File: config.mk
export PLATFORM = sky130hd
export DESIGN_NAME = servile_wb_uart_tx
export DESIGN_NICKNAME = d
export VERILOG_FILES = /design/src/rtl/servile_wb_uart_tx.sv
export SDC_FILE = /design/constraint.sdc
export NUM_CORES = 1
export LEC_CHECK = 0
export BUFFER_PORTS_ARGS = -buffer_cell sky130_fd_sc_hd__buf_2
export CORE_MARGIN = 2
export CORE_UTILIZATION = 35
export CTS_BUF_LIST = sky130_fd_sc_hd__clkbuf_8
export CTS_CLUSTER_DIAMETER = 120
export DETAILED_ROUTE_END_ITERATION = 10
export SLEW_MARGIN = 10
export SYNTH_ARGS = -nofsm -noshare
export SYNTH_HDL_FRONTEND = slang
export SYNTH_SLANG_ARGS = --single-unit
File: constraint.sdc
create_clock -name i_clk -period 5.34 [get_ports i_clk]
set_input_delay 0.534 -clock i_clk [delete_from_list [all_inputs] [get_ports i_clk]]
set_output_delay 0.534 -clock i_clk [all_outputs]
set_load 0.05 [all_outputs]
File: src/rtl/servile_wb_uart_tx.sv
// servile_wb_uart_tx: Wishbone UART transmitter (TXDATA/STATUS/DIV registers at adr[3:2]=0/1/2, FWFT TX FIFO, 8N1 serial on o_tx)
module servile_wb_uart_tx #(
  parameter logic [15:0] CLK_DIV = 16'd104,
  parameter int FIFO_AW = 2
) (
  input  logic        i_clk,
  input  logic        i_rst,
  input  logic [31:0] i_wb_adr,
  input  logic [31:0] i_wb_dat,
  input  logic [3:0]  i_wb_sel,
  input  logic        i_wb_we,
  input  logic        i_wb_stb,
  output logic [31:0] o_wb_rdt,
  output logic        o_wb_ack,
  output logic        o_tx
);
  typedef enum logic [1:0] {IDLE, START, DATA, STOP} state_t;
  state_t state, state_n;
  logic [15:0] div, cnt, cnt_n, load;
  logic [2:0] bitn, bitn_n;
  logic [7:0] sh, sh_n;
  logic [7:0] mem [2**FIFO_AW];
  logic [FIFO_AW:0] wp, rp;
  logic [1:0] a;
  logic [31:0] rdata;
  logic acc, push, pop, full, empty, busy, bit_end, tx_n;
  logic ovf;
  logic unused;
  assign unused = ^{i_wb_adr[31:4], i_wb_adr[1:0], i_wb_dat[31:16], i_wb_sel[3:2]};
  assign a = i_wb_adr[3:2];
  assign acc = i_wb_stb & ~o_wb_ack;
  assign push = acc & i_wb_we & (a == 2'd0) & i_wb_sel[0];
  assign empty = wp == rp;
  assign full = (wp[FIFO_AW] != rp[FIFO_AW]) & (wp[FIFO_AW-1:0] == rp[FIFO_AW-1:0]);
  assign busy = state != IDLE;
  assign bit_end = cnt == 16'd0;
  assign load = div == 16'd0 ? 16'd0 : div - 16'd1;
  assign rdata = a == 2'd1 ? {28'd0, ovf, busy, empty, full} : a == 2'd2 ? {16'd0, div} : 32'd0;
  always_ff @(posedge i_clk)
    if (i_rst) begin
      o_wb_ack <= 1'b0;
      o_wb_rdt <= 32'd0;
      div <= CLK_DIV;
      ovf <= 1'b0;
      wp <= '0;
    end else begin
      o_wb_ack <= acc;
      o_wb_rdt <= acc & ~i_wb_we ? rdata : 32'd0;
      if (push & full)
        ovf <= 1'b1;
      else if (acc & i_wb_we & (a == 2'd1) & i_wb_sel[0] & i_wb_dat[3])
        ovf <= 1'b0;
      if (push & ~full)
        wp <= wp + {{FIFO_AW{1'b0}}, 1'b1};
      if (acc & i_wb_we & (a == 2'd2)) begin
        if (i_wb_sel[0])
          div[7:0] <= i_wb_dat[7:0];
        if (i_wb_sel[1])
          div[15:8] <= i_wb_dat[15:8];
      end
    end
  always_ff @(posedge i_clk)
    if (~i_rst & push & ~full)
      mem[wp[FIFO_AW-1:0]] <= i_wb_dat[7:0];
  always_comb begin
    state_n = state;
    cnt_n = cnt - 16'd1;
    bitn_n = bitn;
    sh_n = sh;
    tx_n = o_tx;
    pop = 1'b0;
    if (state == IDLE || bit_end) begin
      cnt_n = load;
      case (state)
        START: begin
          state_n = DATA;
          bitn_n = 3'd0;
          tx_n = sh[0];
        end
        DATA: begin
          state_n = bitn == 3'd7 ? STOP : DATA;
          bitn_n = bitn + 3'd1;
          sh_n = sh >> 1;
          tx_n = bitn == 3'd7 ? 1'b1 : sh[1];
        end
        default: begin
          pop = ~empty;
          state_n = empty ? IDLE : START;
          cnt_n = empty ? 16'd0 : load;
          sh_n = empty ? sh : mem[rp[FIFO_AW-1:0]];
          tx_n = empty;
        end
      endcase
    end
  end
  always_ff @(posedge i_clk)
    if (i_rst) begin
      state <= IDLE;
      cnt <= 16'd0;
      bitn <= 3'd0;
      sh <= 8'd0;
      o_tx <= 1'b1;
      rp <= '0;
    end else begin
      state <= state_n;
      cnt <= cnt_n;
      bitn <= bitn_n;
      sh <= sh_n;
      o_tx <= tx_n;
      if (pop)
        rp <= rp + {{FIFO_AW{1'b0}}, 1'b1};
    end
endmodule

==> impl_metrics.csv, run 1 <==
group,metric,value,unit
outcome,status,"completed",
worst_setup_path,critPathKind,"register to register",
global_route,grt_antenna_before_repair,0,
layout,drive_gt1_share,15.3,%
placed_design,place_area,5040,um^2
timing,relSlewSlack,23.2,%
worst_setup_path,crit_family,"compound AO/OA/AOI/OAI gates",
worst_setup_path,cp.arrival,3230,ps
clock_network,cts_buffers,9,
clock_network,cts_tree,"done",
logic_synthesis,synth_edf_count,32,
layout,fillers,1303,
timing,slew_viol_final,0,
route,highest_layer,"met4",
clock_network,cts_max_level,3,
clock_network,post-cts-setup-buffers,0,
timing,fmax,342,MHz
layout,layout_common_cells,"72 x dfxtp_1, 41 x buf_2, 32 x edfxtp_1",
clock_network,post_cts_resize_count,0,
logic_synthesis,ys_seq_elements,104,
timing,period_share,54.7,%
worst_setup_path,crit_chain,"inv_1 -> ha_1 -> or3b_1 -> nor3_1 -> a21o_1 -> o211ai_1 -> a21oi_1",
timing,finalSetupViolations,0,
global_route,grt_pass1_vias,3143,
logic_synthesis,yosysTopAreaCell,"dfxtp_1",
clock_network,clkSinkCount,104,
global_route,grt_first_pass_wirelength,16100,um
worst_setup_path,cp.depth,7,
timing,tightest_slew,1150,ps
clock_network,cts_max_path_buffers,2,
worst_setup_path,path_max_fanout,39,
worst_setup_path,worst_path_max_delay_cell,"a21o_1",
placed_design,port_buffers,41,
die,num_rows,42,
power_and_ir_drop,p_leak,0.00189,uW
logic_synthesis,synth_cell_type_count,49,
route,drt_wl_total,9680,um
clock_network,clk_pin_slew,110,ps
clock_network,hold_buffers,0,
die,die_area,14600,um^2
timing,rsz0062_at_grt,"no",
logic_synthesis,synth_fa_ha_area_share,3.15,%
route,post_drt_wl_per_cell,14.7,um
worst_setup_path,worstSetupEndpointType,"register",
die,die_h,121,um
route,via_per_inst,5.02,
placed_design,dp.cells,644,
die,pin_count,106,
logic_synthesis,synth_xor_area_share,4.78,%
worst_setup_path,cp.required,5650,ps
die,start_util,35.8,%
logic_synthesis,synth-seq-area-share,50.4,%
timing,fin_ws,2420,ps
route,met3_length,354,um
global_route,grt_overflow,0,
logic_synthesis,synthMuxAreaShare,8.40,%
timing,clock-skew-final,10.9,ps
layout,final_nets,563,
timing,fin_crit,2920,ps
timing,setup_tns,0,ps
logic_synthesis,netlist_area,4770,um^2
power_and_ir_drop,peakVddDrop,0.000192,V
placed_design,place_ws,2490,ps
layout,multi_input_area,2140,um^2
route,met1_length,4770,um
worst_setup_path,reg2reg_depth,7,
logic_synthesis,synthTopCellsByArea,"dfxtp_1 30%, edfxtp_1 20%, mux2i_1 4.6%, mux4_2 3.8%, xnor2_1 3.3%",
worst_setup_path,crit_buf_inv,1,
worst_setup_path,critPathMaxStageDelay,930,ps
logic_synthesis,yosysWarnings,0,
logic_synthesis,synth_area_per_cell,10.6,um^2
layout,syn2layout_area_growth,10.7,%
layout,seq_area,2400,um^2
worst_hold_path,hp-class,"input pin to register",
clock_network,cts-root-buf,"clkbuf_8",
logic_synthesis,yosys.area_share.simple,16.5,%
power_and_ir_drop,totalPowerFinal,2320,uW
timing,hold_viol_final,0,
logic_synthesis,dominantRegCellSynth,"dfxtp_1",
flow_run,drv_cap,0,
logic_synthesis,synth_compound_gate_area_share,10.8,%
logic_synthesis,async_reset_ff_share,0,%
placed_design,gp_congestion,0.810,
logic_synthesis,synth_top_family_by_area,"simple AND/OR/NAND/NOR gates",
layout,layout_commonest_cell,"dfxtp_1",
layout,final_area,5280,um^2
route,drtPass1Iterations,4,
layout,antennaDiodeCount,0,
logic_synthesis,synthCells,451,
placed_design,hpwl,6840,um
worst_setup_path,startpoint_type,"register",
global_route,grt_max_degree,61,
route,ant_nets,0,
global_route,grt_util_all_layers,14.1,%
route,wl_met2,4380,um
power_and_ir_drop,power_density,440,nW/um^2
layout,fin_cells,660,
die,die_w,121,um
route,vias,3312,
logic_synthesis,synth_top_area_share,30.2,%
route,first_iter_violations,177,
clock_network,clk_latency,380,ps
worst_hold_path,hold_depth,3,
route,drc,0,
die,core-area,13300,um^2
[kinds of logic (layout without fill, tap and decap cells)]
kind of cell             after synthesis  in the layout
AO/OA/AOI/OAI                         79             79
AND/OR/NAND/NOR                      144            144
buffers and inverters                 55             73
multiplexers                          30             30
flip-flops                           104            104
other                                  1             16
XOR/XNOR                              26             26
adder cells (fa/ha/maj)               12             12
[final timing paths]
| check | slack [ps] | end | startpoint |
|---|---|---|---|
| max | 2420 | cnt[13] | cnt[0] |
| min | 390 | div[11] | i_wb_dat[11] |
| max reg2reg | 2420 | cnt[13] | cnt[0] |
| min reg2reg | 470 | o_tx | o_tx |
[cell usage after synthesis (5+ instances only)]
master	count
a211o_1	5
a21oi_1	31
a311oi_1	10
and2_1	20
buf_4	18
clkbuf_1	21
dfxtp_1	72
edfxtp_1	32
ha_1	12
inv_1	13
mux2i_1	22
mux4_2	8
nand2_1	23
nand2b_1	5
nand3_1	14
nand4_1	6
nand4b_1	5
nor2_1	30
nor3_1	13
nor4_1	8
o21ai_0	11
xnor2_1	18
xor2_1	8
[layer usage]
metal  global-route usage [%]  vias up
met4                     6.03        0
met1                     20.3     1573
met3                     2.41       15
met5                        0        -
met2                     20.7       72
li1                         -     1652
[where the power goes]
group | internal, uW | switching [uW]
registers | 875 | 61.2
logic | 319 | 495
clock network | 275 | 294
total | 1470 | 851
[worst reg2reg max path, delay by kind of cell (launching register included)]
kind,cells,cell delay [ps]
AOI/OAI and AO/OA,3,1490
DFF,1,350
and+or+nand+nor,2,740
adders and majority gates,1,200
buffers and inverters,1,80
[final cells by class]
type	count	area share, %
Tap cell	176	4.17
Sequential cell	104	45.5
Clock inverter	7	2.09
Inverter	13	0.925
Multi-Input combinational cell	307	40.6
Timing Repair Buffer	44	4.32
Clock buffer	9	2.35
[state kept, by name, summed over array words and instances, names as in the netlist, named ones only]
register and flops:
o_wb_rdt 16, wp 3, mem 32, rp 3, bitn 3, sh 8
state 2, ovf 1, div 16, cnt 16, o_tx 1, o_wb_ack 1
[through the flow]
| step | hold slack [ps] | utilization (%) |
|---|---|---|
| after floorplan | 453 | - |
| after global placement | 449 | 37.9 |
| after detailed placement | 450 | 37.9 |
| after CTS | 374 | 39.7 |
| after global routing | 379 | 39.7 |
| final | 388 | 39.7 |
No activity file was read; power rests on OpenSTA's default activity.
==> inputs of run 2 (changes only) <==
Clock period 5.34 ns to 2.35 ns, I/O delays scaled along.
==> impl_metrics.csv, run 2 (same netlist as run 1, synthesis figures left out) <==
group,metric,value,unit
outcome,status,"completed",
clock_network,cts_max_path_buffers,2,
worst_setup_path,worstSetupEndpointType,"register",
route,via_per_inst,4.95,
flow_run,drv_cap,0,
timing,setup_tns,0,ps
die,die_h,121,um
worst_setup_path,reg2reg_from,"cnt[7]",
clock_network,cts_max_level,3,
timing,hold_viol_final,0,
die,num_rows,42,
power_and_ir_drop,power_density,995,nW/um^2
global_route,grt_first_pass_wirelength,16100,um
layout,layout_commonest_cell,"dfxtp_1",
worst_setup_path,path_max_fanout,25,
layout,utilization,40.4,%
global_route,grt_util_all_layers,13.9,%
die,start_util,35.8,%
power_and_ir_drop,p_leak,0.00196,uW
timing,tightest_slew,950,ps
layout,antennaDiodeCount,0,
worst_setup_path,critPathKind,"register to register",
layout,final_nets,575,
worst_setup_path,reg2reg_depth,6,
route,post_drt_wl_per_cell,14.4,um
route,vias,3328,
worst_setup_path,critPathMaxStageDelay,490,ps
layout,final_area,5380,um^2
clock_network,cts_buffers,9,
timing,rsz0062_at_grt,"no",
worst_setup_path,r2r-end,"sh[2]",
power_and_ir_drop,peakVddDrop,0.000494,V
worst_setup_path,crit_chain,"or3_4 -> nor4_1 -> a21o_1 -> buf_12 -> a21oi_1 -> a311oi_1",
die,die_w,121,um
worst_hold_path,hold_depth,3,
timing,clock-skew-final,16.0,ps
clock_network,cts-root-buf,"clkbuf_8",
layout,drive_gt1_share,17.7,%
timing,fmax,467,MHz
placed_design,hpwl,7060,um
die,core-area,13300,um^2
clock_network,clk_pin_slew,100,ps
layout,syn2layout_area_growth,12.8,%
timing,relSlewSlack,36.4,%
worst_hold_path,min_from,"i_wb_dat[13]",
worst_setup_path,crit_family,"simple AND/OR/NAND/NOR gates",
timing,finalSetupViolations,0,
die,pin_count,106,
placed_design,gp_congestion,0.802,
global_route,grt_pass1_vias,3256,
timing,fin_crit,2140,ps
route,ant_nets,0,
clock_network,cts_tree,"done",
global_route,grt_antenna_before_repair,0,
worst_setup_path,crit_buf_inv,1,
route,drc,0,
worst_hold_path,hp-class,"input pin to register",
layout,largest_register_ffs,32,
worst_setup_path,worst_path_max_delay_cell,"nor4_1",
clock_network,hold_buffers,0,
worst_hold_path,whs_endpoint,"div[13]",
clock_network,clkSinkCount,104,
route,first_iter_violations,112,
clock_network,clk_latency,370,ps
die,die_area,14600,um^2
layout,layout_common_cells,"72 x dfxtp_1, 41 x buf_2, 32 x edfxtp_1",
timing,period_share,91.0,%
timing,slew_viol_final,0,
placed_design,place_area,5140,um^2
placed_design,port_buffers,41,
worst_setup_path,cp.required,2620,ps
global_route,grt_overflow,0,
worst_setup_path,cp.arrival,2410,ps
worst_setup_path,regToRegSetupSlack,210,ps
route,drtPass1Iterations,4,
worst_setup_path,startpoint_type,"register",
global_route,grt_max_degree,35,
route,drt_wl_total,9650,um
run 2: worst max path at each step:
stage               depth (start not counted)  slack [ps]   endpoint      from
CTS                                         8         100    cnt[10]    cnt[0]
floorplan                                   5         150  mem[3][0]  o_wb_ack
global route                                5          20      sh[4]     wp[1]
global placement                            8         160    cnt[10]    cnt[0]
detailed placement                          8         130    cnt[10]    cnt[0]
finish                                      6         210      sh[2]    cnt[7]
run 2: metal layers:
metal	GRT usage [%]	share of wire [%]	vias up	routed length (um)
li1	-	-	1671	-
met1	19.9	49	1587	4780
met2	21.3	45	61	4320
met3	2.69	4.4	9	425
met4	4.36	1.4	0	132
met5	0	0	-	0
run 2: worst register-to-register path, cell delays in order, from the launching register on:
cell	delay, ps
dfxtp_1	370
or3_4	420
nor4_1	490
a21o_1	250
buf_12	180
a21oi_1	80
a311oi_1	270
run 2: final cells by class:
| class | instances | area, um^2 |
|---|---|---|
| timing repair buffer | 56 | 330 |
| fill | 1311 | 7920 |
| tap | 176 | 220 |
| inverter | 13 | 48.8 |
| clock inverter | 7 | 100 |
| multi-input combinational | 307 | 2150 |
| sequential | 104 | 2400 |
| clock buffer | 9 | 124 |
run 2: power breakdown:
part           total (uW)  switching [uW]  internal, uW
clock                1240             626           613
combinational        1990            1170           818
sequential           2120             135          1990
total                5350            1930          3420
run 2: through the flow:
stage | hold WS, ps | power, uW | worst slack [ps] | instances
6_report | 106 | 5350 | 210 | 672
5_1_grt | 102 | 5710 | 19.6 | 672
4_1_cts | 92.9 | 5370 | 95.0 | 672
3_5_place_dp | 450 | 4130 | 127 | 656
3_3_place_gp | 452 | 4080 | 158 | 656
2_1_floorplan | 319 | 3730 | 150 | 466
run 2: timing repair:
| action | CTS | global route |
|---|---|---|
| endpoints found under the hold margin | 0 | 0 |
| resized for setup | 0 | 2 |
| setup buffers | 0 | 0 |
| setup endpoints to repair | 0 | 8 |
